===== src/rtl/fifo_rd_pkg.sv =====
// Shared types and constants for the FIFO burst read controller.
package fifo_rd_pkg;
  typedef enum logic {IDLE = 1'b0, BURST = 1'b1} rd_state_e;

  localparam int SKID_DEPTH  = 2;
  localparam int BURST_CNT_W = 16;
  localparam int SKID_CNT_W  = $clog2(SKID_DEPTH + 1);
endpackage


===== src/rtl/skid_buf_2.sv =====
// Two-entry valid/ready buffer: head register feeds the stream, tail absorbs one extra word.
module skid_buf_2
  import fifo_rd_pkg::*;
#(
  parameter int DATA_W = 8
) (
  input  logic                  clk,
  input  logic                  rst_n,
  input  logic                  push,
  input  logic [DATA_W-1:0]     din,
  input  logic                  pop,
  output logic [SKID_CNT_W-1:0] cnt,
  output logic [DATA_W-1:0]     head
);
  logic [DATA_W-1:0] tail;

  always_ff @(posedge clk or negedge rst_n) begin
    if (!rst_n) begin
      cnt  <= '0;
      head <= '0;
      tail <= '0;
    end else begin
      unique case ({push, pop})
        2'b10: begin
          if (cnt == '0) head <= din;
          else           tail <= din;
          cnt <= cnt + SKID_CNT_W'(1);
        end
        2'b01: begin
          head <= tail;
          cnt  <= cnt - SKID_CNT_W'(1);
        end
        // Simultaneous push/pop: count holds, tail slides forward to keep order.
        2'b11: begin
          if (cnt == SKID_CNT_W'(SKID_DEPTH)) begin
            head <= tail;
            tail <= din;
          end else begin
            head <= din;
          end
        end
        default: ;
      endcase
    end
  end
endmodule


===== src/rtl/fifo_rd_ctrl.sv =====
// Burst drain controller for a single-clock FIFO with a 1-cycle read latency.
// Optional idle-timeout partial flush is enabled by defining RD_TIMEOUT_EN.
module fifo_rd_ctrl
  import fifo_rd_pkg::*;
#(
  parameter int DATA_W    = 8,
  parameter int USEDW_W   = 8,
  parameter int BURST_THR = 128,
  parameter int TIMEOUT   = 1000
) (
  input  logic                   sys_clk,
  input  logic                   sys_rst_n,
  input  logic                   empty,
  input  logic                   full,
  input  logic [USEDW_W-1:0]     usedw,
  input  logic [DATA_W-1:0]      fifo_q,
  output logic                   rd_req,
  output logic [DATA_W-1:0]      po_data,
  output logic                   po_valid,
  input  logic                   po_ready,
  output logic                   burst_done,
  output logic [BURST_CNT_W-1:0] burst_cnt
);
  rd_state_e             state;
  logic                  inflight;
  logic                  pop;
  logic                  below_thr;
  logic                  tmo_hit;
  logic                  start;
  logic [SKID_CNT_W-1:0] sk_cnt;
  logic [SKID_CNT_W:0]   occ;
  logic [SKID_CNT_W:0]   room;

  assign pop       = po_valid & po_ready;
  assign po_valid  = (sk_cnt != '0);
  assign below_thr = (usedw < USEDW_W'(BURST_THR));

  // Words held plus the one in flight must leave a slot for the next read.
  assign occ  = {1'b0, sk_cnt} + {{SKID_CNT_W{1'b0}}, inflight};
  assign room = (SKID_CNT_W+1)'(SKID_DEPTH) + {{SKID_CNT_W{1'b0}}, pop};

  assign rd_req     = (state == BURST) & ~empty & (occ < room);
  assign burst_done = (state == BURST) & empty & ~rd_req;
  assign start      = (state == IDLE) & (~below_thr | full | tmo_hit);

`ifdef RD_TIMEOUT_EN
  logic [15:0] idle_cnt;
  assign tmo_hit = (idle_cnt == 16'(TIMEOUT - 1));

  always_ff @(posedge sys_clk or negedge sys_rst_n) begin
    if (!sys_rst_n)                              idle_cnt <= '0;
    else if (state != IDLE || empty || start)    idle_cnt <= '0;
    else if (below_thr)                          idle_cnt <= idle_cnt + 16'd1;
  end
`else
  logic unused_timeout;
  assign unused_timeout = ^32'(TIMEOUT);
  assign tmo_hit        = 1'b0;
`endif

  always_ff @(posedge sys_clk or negedge sys_rst_n) begin
    if (!sys_rst_n) begin
      state     <= IDLE;
      burst_cnt <= '0;
      inflight  <= 1'b0;
    end else begin
      inflight <= rd_req;
      unique case (state)
        IDLE: if (start) begin
          state     <= BURST;
          burst_cnt <= '0;
        end
        BURST: begin
          if (burst_done) state <= IDLE;
          if (rd_req && burst_cnt != '1) burst_cnt <= burst_cnt + BURST_CNT_W'(1);
        end
        default: state <= IDLE;
      endcase
    end
  end

  skid_buf_2 #(.DATA_W(DATA_W)) u_skid (
    .clk   (sys_clk),
    .rst_n (sys_rst_n),
    .push  (inflight),
    .din   (fifo_q),
    .pop   (pop),
    .cnt   (sk_cnt),
    .head  (po_data)
  );
endmodule

===== config.mk =====
export PLATFORM = sky130hd
export DESIGN_NAME = fifo_rd_ctrl
export DESIGN_NICKNAME = d
export VERILOG_FILES = /design/src/rtl/fifo_rd_pkg.sv /design/src/rtl/skid_buf_2.sv /design/src/rtl/fifo_rd_ctrl.sv
export SDC_FILE = /design/constraint.sdc
export NUM_CORES = 1
export LEC_CHECK = 0
export CORE_MARGIN = 2
export CORE_UTILIZATION = 30
export CTS_BUF_LIST = sky130_fd_sc_hd__clkbuf_4 sky130_fd_sc_hd__clkbuf_8
export DETAILED_ROUTE_END_ITERATION = 8
export GPL_TIMING_DRIVEN = 0
export PLACE_DENSITY = 0.57
export SETUP_SLACK_MARGIN = 0.02
export SLEW_MARGIN = 20
export SYNTH_ARGS = -nofsm -noshare
export SYNTH_HDL_FRONTEND = slang
export SYNTH_SLANG_ARGS = --single-unit

===== constraint.sdc =====
create_clock -name sys_clk -period 2.52 [get_ports sys_clk]
set_clock_uncertainty 0.05 [all_clocks]
set_input_delay 0.63 -clock sys_clk [delete_from_list [all_inputs] [get_ports sys_clk]]
set_output_delay 0.63 -clock sys_clk [all_outputs]
set_load 0.02 [all_outputs]

Yosys cells after proc, flatten, opt, wreduce, memory -nomap -nowiden
Index checks and enable logic that the tools add are counted.
- register bits: 36
- bits of input ports: 21
- output and inout bits: 27
- logic and storage cells: 56
- $add $sub $neg: 5
- $lt $le $gt $ge: 2
- equal/unequal tests: 10
- multiplexer cells: 13
- bitwise operators: 11
- reduce and logical (&&, ||, !) cells: 9
- operators by type and width (operator ; number):
    16-bit two-way mux ; 2
    8-bit two-way mux ; 4
    16-bit case mux with 2 select lines ; 1
    8-bit case mux with 3 select lines ; 1
    16-bit by 1-bit adder with 16-bit output, second input constant ; 1
    16-bit != test, second input constant ; 1
    8-bit case mux with 2 select lines ; 1
    8-bit less-than comparator, second input constant ; 1
    1-bit AND ; 6
    2-bit equality test, second input constant ; 3
    2-bit by 1-bit != test with 1-bit output, second input constant ; 3
    2-bit nonzero test ; 3
    2-bit != test, second input constant ; 2
    1-bit inverter ; 4
    2-bit case mux with 2 select lines ; 1
    2-bit AND reduction ; 2
    2-bit by 1-bit adder with 3-bit output ; 1
    2-bit by 1-bit adder with 3-bit output, first input constant ; 1
    3-bit less-than comparator ; 1
    3-bit AND reduction ; 1
    3-bit nonzero test ; 1
    2-bit by 1-bit adder with 2-bit output, second input constant ; 1
    2-bit by 1-bit equality test with 1-bit output, second input constant ; 1
    2-bit logical NOT ; 1
    5 further kinds ; 6

Logic depth before layout (Yosys ltp)
Gate-level depths: netlist (run 1).
- depth after elaboration: 9
- mapped depth: 8
- mapped depth without buffers: 7

Modules after synthesis
From an unflattened synthesis (run 1), not the netlist that was laid out.
- cells, all modules: 213
- area total of the unflattened synthesis: 2119.5 um2
- by module, submodules not included (module ; times used ; cells each ; area each (um2) ; sequential area each (um2)):
    fifo_rd_ctrl ; 1 ; 131 ; 1226.2 ; 450.4
    skid_buf_2 ; 1 ; 82 ; 893.4 ; 450.4

Worst setup path before layout (run 1)
Ideal clock, no wire load.
- path type: input to register
- from: in po_ready
- to: reg u_skid.tail[0]
- library setup time: 0.125 ns
- data arrival time: 1.872 ns
- required time: 2.345 ns
- slack: 0.474 ns
- stages on the path: 5
- buffers on the path: 0
- path through: o21ai_2 > inv_1 > ha_1 > a211oi_2 > mux2_2
- longest elaborated chain between the ends: 4
- elaborated cells on any way between the ends: 8
- classes of those cells: eq/ne: 4; mux: 1; bitwise: 1; reduce/logical: 2
- RTL lines (what ; RTL line ; source):
    start: declaration ; fifo_rd_ctrl.sv:20 ; input logic po_ready,
    1-bit AND * ; fifo_rd_ctrl.sv:34 ; assign pop = po_valid & po_ready;
    2-bit equality test ; skid_buf_2.sv:23 ; unique case ({push, pop})
    2-bit by 1-bit != test with 1-bit output (no source line) (tied with other cells) ; n/a ;
    3-bit AND reduction (no source line) ; n/a ;
    end signal: assignment ; skid_buf_2.sv:26 ; else tail <= din;
    end signal: assignment ; skid_buf_2.sv:37 ; tail <= din;
    end: declaration ; skid_buf_2.sv:15 ; logic [DATA_W-1:0] tail;
Every way passes the cells marked *; elsewhere a longest branch is shown, timed or not.
A chain may end at the register's enable or synchronous reset.

Worst setup path after layout (run 1)
- from: in po_ready
- to: out rd_req
- longest elaborated chain between the ends: 4
- RTL lines (what ; RTL line ; source):
    1-bit AND ; fifo_rd_ctrl.sv:34 ;
    2-bit by 1-bit adder with 3-bit output ; fifo_rd_ctrl.sv:40 ; assign room = (SKID_CNT_W+1)'(SKID_DEPTH) + {{SKID_CNT_W{1'b0}}, pop};
    3-bit less-than comparator ; fifo_rd_ctrl.sv:42 ; assign rd_req = (state == BURST) & ~empty & (occ < room);
    1-bit AND ; fifo_rd_ctrl.sv:42 ;
    end: declaration ; fifo_rd_ctrl.sv:17 ; output logic rd_req,
No other way between the ends.

==> flow_summary.toml, run 1 <==
[run_status]
status = "finished, final reports clean"

[drt]
ant_nets = 0
via_per_inst = 5.14
wl_mm = 4.48
drt_pass1_iterations = 4
via_count = 1582
drt_first_iter_violations = 64
drc_errors = 0
wl_per_cell_um = 14.5

[yosys]
synth_top_cells_by_count = "dfrtp_1 (36), nand2_1 (20), o21ai_0 (12), mux2_2 (9)"
netlist_area_mm2 = 0.00189
yosysWarnings = 0
ys_ff_latch = 36
yosysTopAreaCell = "dfrtp_1"
async_flop_share = 1.00
synth_cells = 180
syn_nets = 207
synth.most_common_cell = "dfrtp_1"
synthFlopType = "dfrtp_1"
yosysUniqueCellTypes = 48
yosysSeqAreaShare = 0.478
netlist.area_leader.share = 0.478
avgSynthCellArea_um2 = 10.5
synth.area.top_cells = "dfrtp_1 (48%), mux2_2 (5.4%), ha_1 (4.0%), nand2_1 (4.0%), o21ai_0 (3.2%)"
synth_edf_count = 0

[cts]
clock_latency_ns = 0.28
cts_made_buffers = 5
root_buffer = "clkbuf_8"
clockBufferDepth = 2
clkSinkCount = 36
cts_tree = "yes"
cts.clk_slew.worst_paths_ns = 0.07
cts-htree-levels = 2

[sta]
post-route-period-util = 0.939
final.setup.tns_ns = 0
fin_crit_ns = 2.37
max_freq_mhz = 423
maxSlewHeadroom = 0.461
hold_viol = 0
hold_slack_ns = 0.234
drv_slew = 0
setup_viol = 0
worstMarginPinSlew_ns = 0.801
setup_slack_ns = 0.154
rsz0062_at_grt = "false"

[finish]
final_nets = 259
area_growth_syn_to_layout_pct = 35.1
nFillCells = 590
drive_gt1_frac = 0.206
ff_latch_area_um2 = 901
stdcell_area_mm2 = 0.00255
final_cells = 308
multi_input_area_um2 = 947
n_antenna_cell = 0

[die]
dieArea_mm2 = 0.00694
die_w_um = 83.3
die_y_um = 83.3
io_pins = 48
core_area_mm2 = 0.00599
std_cell_rows = 28
start_util = 0.315

[critical_path]
crit_required_ns = 1.84
arrival_ns = 1.69
endpoint = "rd_req"
ff2ff_setup_slack_ns = 0.44
critPathLaunchType = "primary input"
r2r_cells = 8
startpoint = "po_ready"
critical_path.max_fanout = 7
end_kind = "output port"
critPathKind = "in -> out"
r2r-start = "u_skid.cnt[0]"
r2r-end = "u_skid.tail[2]"

[global_routing]
grt_pass1_vias = 1524
grt_max_degree = 20
grt_antenna_before_repair = 0
track_usage = 0.130
gr-total-overflow = 0
grt_pass1_wl_mm = 7.31

[place]
io_buffer_count = 40
place_congestion = 0.764
hpwl_mm = 3.16
place_ws_ns = -0.452
placed_area_mm2 = 0.00240
dp.cells = 296

[worst_hold_path]
hold_class = "in -> async"

[power_and_ir_drop]
p_per_area_mw_per_mm2 = 1080
power_leakage_nw = 1.11
ir_drop_v = 0.000394

[job]
maxCapViolations = 0
==> cells by family (layout without fill, tap and decap cells) <==
| group | after synthesis | after routing | share of synthesized area |
|---|---|---|---|
| AOI/OAI and AO/OA | 49 | 49 | 0.188 |
| muxes | 10 | 10 | 0.0591 |
| xor gates and xnor gates | 4 | 4 | 0.0186 |
| DFF | 36 | 36 | 0.478 |
| and+or+nand+nor | 63 | 63 | 0.183 |
| buffers and inverters | 12 | 65 | 0.0332 |
| adders and majority gates | 6 | 6 | 0.0398 |
==> sequential cells by signal (all words and copies together), names as in the netlist <==
register     count
u_skid.tail      8
state            1
u_skid.head      8
burst_cnt       16
inflight         1
u_skid.cnt       2
==> power by group <==
group	leakage [nW]	switching, W	internal [W]
clock network	0.0510	0.000208	0.000218
logic	0.604	0.000679	0.000642
registers	0.456	0.000205	0.000808
==> routing by layer <==
layer  vias up  global-route usage  part of all wire
li1        780                   -                 -
met1       768               0.175              0.49
met2        28               0.205              0.46
met4         0              0.0462             0.017
met3         6              0.0308             0.033
met5         -                   0                 0
==> stage by stage <==
stage	total power, W	utilization
floorplan	0.00177	-
global placement	0.00226	0.397
detailed placement	0.00228	0.401
CTS	0.00273	0.419
global route	0.00297	0.425
finish	0.00276	0.425
==> worst max-delay path, cell delays in order <==
cell and delay [ns]:
clkdlybuf4s50_1 0.48, o21ai_2 0.08, o21ai_2 0.13, nand2_2 0.08
inv_4 0.10, buf_2 0.17
==> cell type report <==
class	instances	area share
timing repair buffer	45	0.175
buffer	5	0.0147
clock inverter	2	0.00393
clock buffer	6	0.0324
tap	75	0.0368
multi-input combinational	132	0.372
sequential	36	0.354
inverter	7	0.0113
==> how the worst min path moves through the flow <==
stage                    from        endpoint  slack [ns]  depth (start not counted)
2_1_floorplan       sys_rst_n    burst_cnt[0]        0.28                          0
3_3_place_gp   u_skid.head[4]  u_skid.head[4]        0.42                          2
3_5_place_dp   u_skid.head[4]  u_skid.head[4]        0.42                          2
4_1_cts             sys_rst_n    burst_cnt[3]        0.24                          1
5_1_grt             sys_rst_n  u_skid.tail[7]        0.26                          1
6_report            sys_rst_n    burst_cnt[3]        0.23                          1
==> what timing repair did <==
action / in CTS / in global routing
endpoints found under the setup margin: 2 / 15
gates cloned: 0 / 0
hold buffers: 0 / 0
setup buffers: 1 / 3
pin swaps: 0 / 2
gates resized for setup: 7 / 5
==> cells in the final DEF, fill, tap and decap left out, drive strengths merged, types with 2 or more instances in the layout <==
master         netlist  routed
clkdlybuf4s50        0      37
clkbuf               1       7
inv                  7       7
xnor2                3       3
and2                 4       4
clkinv               0       2
and3                 7       7
dfrtp               36      36
a41oi                2       2
nor2                 7       7
a211o                5       5
buf                  4      11
nand2               21      21
ha                   6       6
and4                 2       2
mux2                 9       9
a21oi                2       2
nor4                 5       5
a31oi                8       8
nor3                 3       3
nand4                2       2
a22oi                8       8
nand3                8       8
o21ai               15      15
No activity file was read; power rests on OpenSTA's default activity.
==> run 2: changes to the inputs <==
--- a/config.mk
+++ b/config.mk
@@ -5,7 +5,6 @@
 export SDC_FILE = /design/constraint.sdc
 export NUM_CORES = 1
 export LEC_CHECK = 0
-export CORE_MARGIN = 2
 export CORE_UTILIZATION = 30
 export CTS_BUF_LIST = sky130_fd_sc_hd__clkbuf_4 sky130_fd_sc_hd__clkbuf_8
 export DETAILED_ROUTE_END_ITERATION = 8
==> run 2 against run 1 <==
  * Hold slack improved by 0.0045 ns
  * Cell count down 0.97%
  * Sequential share of layout area up 0.40 points
  * First-iteration DRC count is 14% lower
  * Clock power about the same
  * Register-to-register slack got worse by 0.14 ns
  * Fmax down 3.4%
  * Clock-buffer cell count stayed put
  * Via count up 0.32%
  * Combinational power is 3% lower
  * Sequential power about the same
  * Final area down 1.1%
  * Critical endpoint is now u_skid.tail[7]
==> flow_summary.toml, run 2 (synthesized netlist as in run 1, its figures left out) <==
[global_routing]
grt_antenna_before_repair = 0
track_usage = 0.142
grt_pass1_vias = 1455
grt_pass1_wl_mm = 7.01
gr-total-overflow = 0
grt_max_degree = 20

[drt]
via_count = 1587
drc_errors = 0
drt_first_iter_violations = 55
via_per_inst = 5.20
wl_per_cell_um = 14.4
drt_pass1_iterations = 4
ant_nets = 0
wl_mm = 4.40

[sta]
maxSlewHeadroom = 0.494
drv_slew = 0
final.setup.tns_ns = 0
hold_slack_ns = 0.239
fin_crit_ns = 2.45
rsz0062_at_grt = "true"
hold_viol = 0
max_freq_mhz = 408
post-route-period-util = 0.972
setup_viol = 0
worstMarginPinSlew_ns = 0.751

[cts]
cts_tree = "yes"
clkSinkCount = 36
clock_latency_ns = 0.29
cts.clk_slew.worst_paths_ns = 0.07
root_buffer = "clkbuf_8"
clockBufferDepth = 2
cts-htree-levels = 2
cts_made_buffers = 5

[finish]
area_growth_syn_to_layout_pct = 33.6
largest_register_ffs = 16
largestRegisters = "burst_cnt: 16 flops, u_skid.head: 8 flops, u_skid.tail: 8 flops"
drive_gt1_frac = 0.187
top_register = "burst_cnt"
layout_common_cells = "clkdlybuf4s50_1 (37), dfrtp_1 (36), nand2_1 (20)"
stdcell_area_mm2 = 0.00252
final_nets = 256
final_util = 0.420
n_antenna_cell = 0
final_common_cell = "clkdlybuf4s50_1"

[place]
place_congestion = 0.780
placed_area_mm2 = 0.00240
hpwl_mm = 3.14
io_buffer_count = 40

[die]
start_util = 0.315
std_cell_rows = 28
die_y_um = 81.3
die_w_um = 81.3
dieArea_mm2 = 0.00661
io_pins = 48
core_area_mm2 = 0.00599

[critical_path]
critPathLaunchType = "primary input"
arrival_ns = 2.57
critical_path.max_fanout = 8
critPathKind = "in -> reg"
end_kind = "flop"
crit_required_ns = 2.64

[power_and_ir_drop]
ir_drop_v = 0.000390
finalPower_w = 0.00272
power_leakage_nw = 1.09
p_per_area_mw_per_mm2 = 1080

[run_status]
status = "finished, final reports clean"

[job]
maxCapViolations = 0

[worst_hold_path]
hold_class = "in -> async"
-- run 2: final timing paths --
check	slack, ns	start	to	depth (start not counted)
max in group asynchronous	1.75	sys_rst_n	u_skid.tail[7]	2
min in group sys_clk	0.44	u_skid.head[4]	u_skid.head[4]	2
max	0.07	po_ready	u_skid.tail[7]	7
min	0.24	sys_rst_n	u_skid.tail[6]	1
max reg2reg	0.30	u_skid.cnt[0]	u_skid.tail[7]	6
min reg2reg	0.44	u_skid.head[4]	u_skid.head[4]	2
-- run 2: power breakdown --
group	switching (W)	internal, W	total [W]
clock network	0.000205	0.000218	0.000423
registers	0.000210	0.000808	0.00102
logic	0.000664	0.000613	0.00128
total	0.00108	0.00164	0.00272
-- run 2: per-layer routing --
layer,vias up,GRT usage,part of all wire
li1,764,-,-
met1,788,0.192,0.47
met2,29,0.217,0.47
met3,6,0.0382,0.041
met4,0,0.0482,0.016
met5,-,0,0
-- run 2: per-stage QoR --
step / setup WS [ns] / instances
finish: 0.0706 / 305
floorplan: 0.474 / 180
CTS: 0.0471 / 304
detailed placement: -0.431 / 296
global route: -0.0237 / 305
global placement: -0.451 / 295
-- run 2: timing repair --
action / in CTS / in global routing
hold buffers: 0 / 0
pin swaps: 0 / 0
setup buffers: 0 / 1
gates resized for setup: 8 / 2
setup endpoints to repair: 2 / 14
-- run 2: layout make-up --
type	count	area [um2]
clock buffers	6	82.6
plain buffers	5	37.5
clock inverters	2	10.0
well taps	75	93.8
inverters	7	28.8
flip-flops and latches	36	901
repair buffers	42	424
multi-input cells	132	941
fillers	585	3470
-- run 2: worst max-delay path: stages --
cell             delay [ns]
clkdlybuf4s50_1        0.47
o21ai_2                0.07
inv_1                  0.11
ha_1                   0.32
nor2_1                 0.13
a211oi_4               0.44
mux2_2                 0.40
==> run 3: changes to the inputs <==
--- a/config.mk
+++ b/config.mk
@@ -5,11 +5,11 @@
 export SDC_FILE = /design/constraint.sdc
 export NUM_CORES = 1
 export LEC_CHECK = 0
-export CORE_UTILIZATION = 30
+export CORE_UTILIZATION = 50
 export CTS_BUF_LIST = sky130_fd_sc_hd__clkbuf_4 sky130_fd_sc_hd__clkbuf_8
 export DETAILED_ROUTE_END_ITERATION = 8
 export GPL_TIMING_DRIVEN = 0
-export PLACE_DENSITY = 0.57
+export PLACE_DENSITY = 0.85
 export SETUP_SLACK_MARGIN = 0.02
 export SLEW_MARGIN = 20
 export SYNTH_ARGS = -nofsm -noshare
==> run 3 against run 2 <==
  * Combinational power hardly changed
  * Critical path depth shrank 3
  * Hold slack worse by 0.033 ns
  * Clock power increased by 19%
  * Clock-buffer cell count down 1
  * Total power increased by 3.9%
  * Setup slack better by 0.041 ns
  * First-iteration DRC count grew to 2.6 times the previous value
  * Die area down 39%
  * Via count increased by 1.3%
  * Global-route usage is 9.7 points higher
  * Final area shrank 0.55%
  * Critical path type is now reg -> out
  * Critical endpoint is now po_valid
  * Highest routed layer unchanged
==> flow_summary.toml, run 3 (synthesized netlist as in run 1, its figures left out) <==
[global_routing]
grt_max_degree = 23
track_usage = 0.238
gr-total-overflow = 0
grt_pass1_wl_mm = 7.38
grtUsageMet1 = 0.323
grt.busiest_layer = "met2"
grtUsageMet3 = 0.0471
grt_antenna_before_repair = 0
grtUsageMet2 = 0.371
grt_pass1_vias = 1550

[drt]
wl_mm = 4.22
drc_errors = 0
via_count = 1608
wl_per_cell_um = 15.3
drt_pass1_iterations = 4
ant_nets = 0
via_per_inst = 5.83
drt_first_iter_violations = 145

[finish]
layout_common_cells = "clkdlybuf4s50_1 (37), dfrtp_1 (36), nand2_1 (20)"
area_growth_syn_to_layout_pct = 32.8
stdcell_area_mm2 = 0.00250
final_common_cell = "clkdlybuf4s50_1"
drive_gt1_frac = 0.191
n_antenna_cell = 0
largestRegisters = "burst_cnt: 16 flops, u_skid.head: 8 flops, u_skid.tail: 8 flops"
final_nets = 256
top_register = "burst_cnt"
nFillCells = 262
largest_register_ffs = 16

[run_status]
status = "finished, final reports clean"

[place]
io_buffer_count = 40
placed_area_mm2 = 0.00237
place_ws_ns = -0.466
hpwl_mm = 3.01
place_congestion = 0.862

[sta]
fin_crit_ns = 2.41
post-route-period-util = 0.956
maxSlewHeadroom = 0.393
hold_viol = 0
drv_slew = 0
setup_viol = 0
hold_slack_ns = 0.206
worstMarginPinSlew_ns = 0.900
max_freq_mhz = 415
rsz0062_at_grt = "true"
setup_slack_ns = 0.112

[power_and_ir_drop]
ir_drop_v = 0.000696
power_leakage_nw = 1.10
p_per_area_mw_per_mm2 = 1130

[die]
dieArea_mm2 = 0.00402
core_area_mm2 = 0.00347
io_pins = 48
start_util = 0.544
die_w_um = 63.4
std_cell_rows = 21
die_y_um = 63.4

[critical_path]
critical_path.max_fanout = 6
r2r-start = "u_skid.cnt[0]"
end_kind = "output port"
ff2ff_setup_slack_ns = 0.31
arrival_ns = 1.73
critPathKind = "reg -> out"
critPathLaunchType = "flop"
crit_required_ns = 1.84
r2r-end = "u_skid.tail[3]"
r2r_cells = 6

[cts]
cts.clk_slew.worst_paths_ns = 0.07
clkSinkCount = 36
holdBufCountCts = 0
cts_made_buffers = 5
root_buffer = "clkbuf_8"
cts-htree-levels = 2
clockBufferDepth = 2
clock_latency_ns = 0.29
cts_tree = "yes"

[worst_hold_path]
hold_class = "in -> async"

[job]
maxCapViolations = 0
run 3: cell count changes in the layout (fill, tap and decap cells not counted):
| cell | delta |
|---|---|
| bufinv_16 | +1 |
| o21ai_2 | +1 |
| clkinvlp_4 | +1 |
| clkinv_2 | -1 |
| o21ai_1 | -1 |
| clkbuf_8 | -1 |
run 3: final cells by class:
class	instances	area (um2)	share of cell area
multi-input combinational	132	945	0.377
timing repair buffer	42	424	0.169
buffer	5	37.5	0.0150
clock buffer	5	68.8	0.0275
inverter	7	28.8	0.0115
clock inverter	3	42.5	0.0170
sequential	36	901	0.360
tap	46	57.6	0.0230
run 3: routing by layer:
layer  share of wire  vias to the layer above
met5               0                        -
met4           0.022                        0
li1                -                      768
met1            0.46                      773
met2            0.47                       58
met3           0.051                        9
run 3: report_power, final:
part           switching, W  internal [W]
clock network      0.000212      0.000293
registers          0.000209      0.000808
logic              0.000681      0.000622
run 3: per-stage QoR:
step	instances	utilization	TNS [ns]	power, W
4_1_cts	276	0.720	0	0.00282
6_report	276	0.722	0	0.00282
5_1_grt	276	0.722	-0.0133	0.00301
3_5_place_dp	267	0.682	-3.03	0.00229
3_3_place_gp	266	0.676	-3.55	0.00223
2_1_floorplan	180	-	0	0.00177
run 3: repair_timing:
item | CTS | global route
buffers inserted | 1 | 0
endpoints found under the setup margin | 2 | 17
pin swaps | 0 | 0
gates resized for setup | 8 | 3
run 3: worst max path at each step:
stage	slack (ns)	depth (start not counted)	endpoint	startpoint
CTS	0.04	6	rd_req	po_ready
global route	-0.01	7	u_skid.tail[3]	po_ready
finish	0.11	4	po_valid	u_skid.cnt[0]
floorplan	0.47	5	u_skid.tail[0]	po_ready
detailed placement	-0.47	6	rd_req	po_ready
global placement	-0.43	6	rd_req	po_ready
run 3: critical path, stage by stage, from the launching register on:
cell and delay (ns):
dfrtp_1 0.38, buf_2 0.18, nor2_1 0.26, inv_1 0.09, clkdlybuf4s50_1 0.54
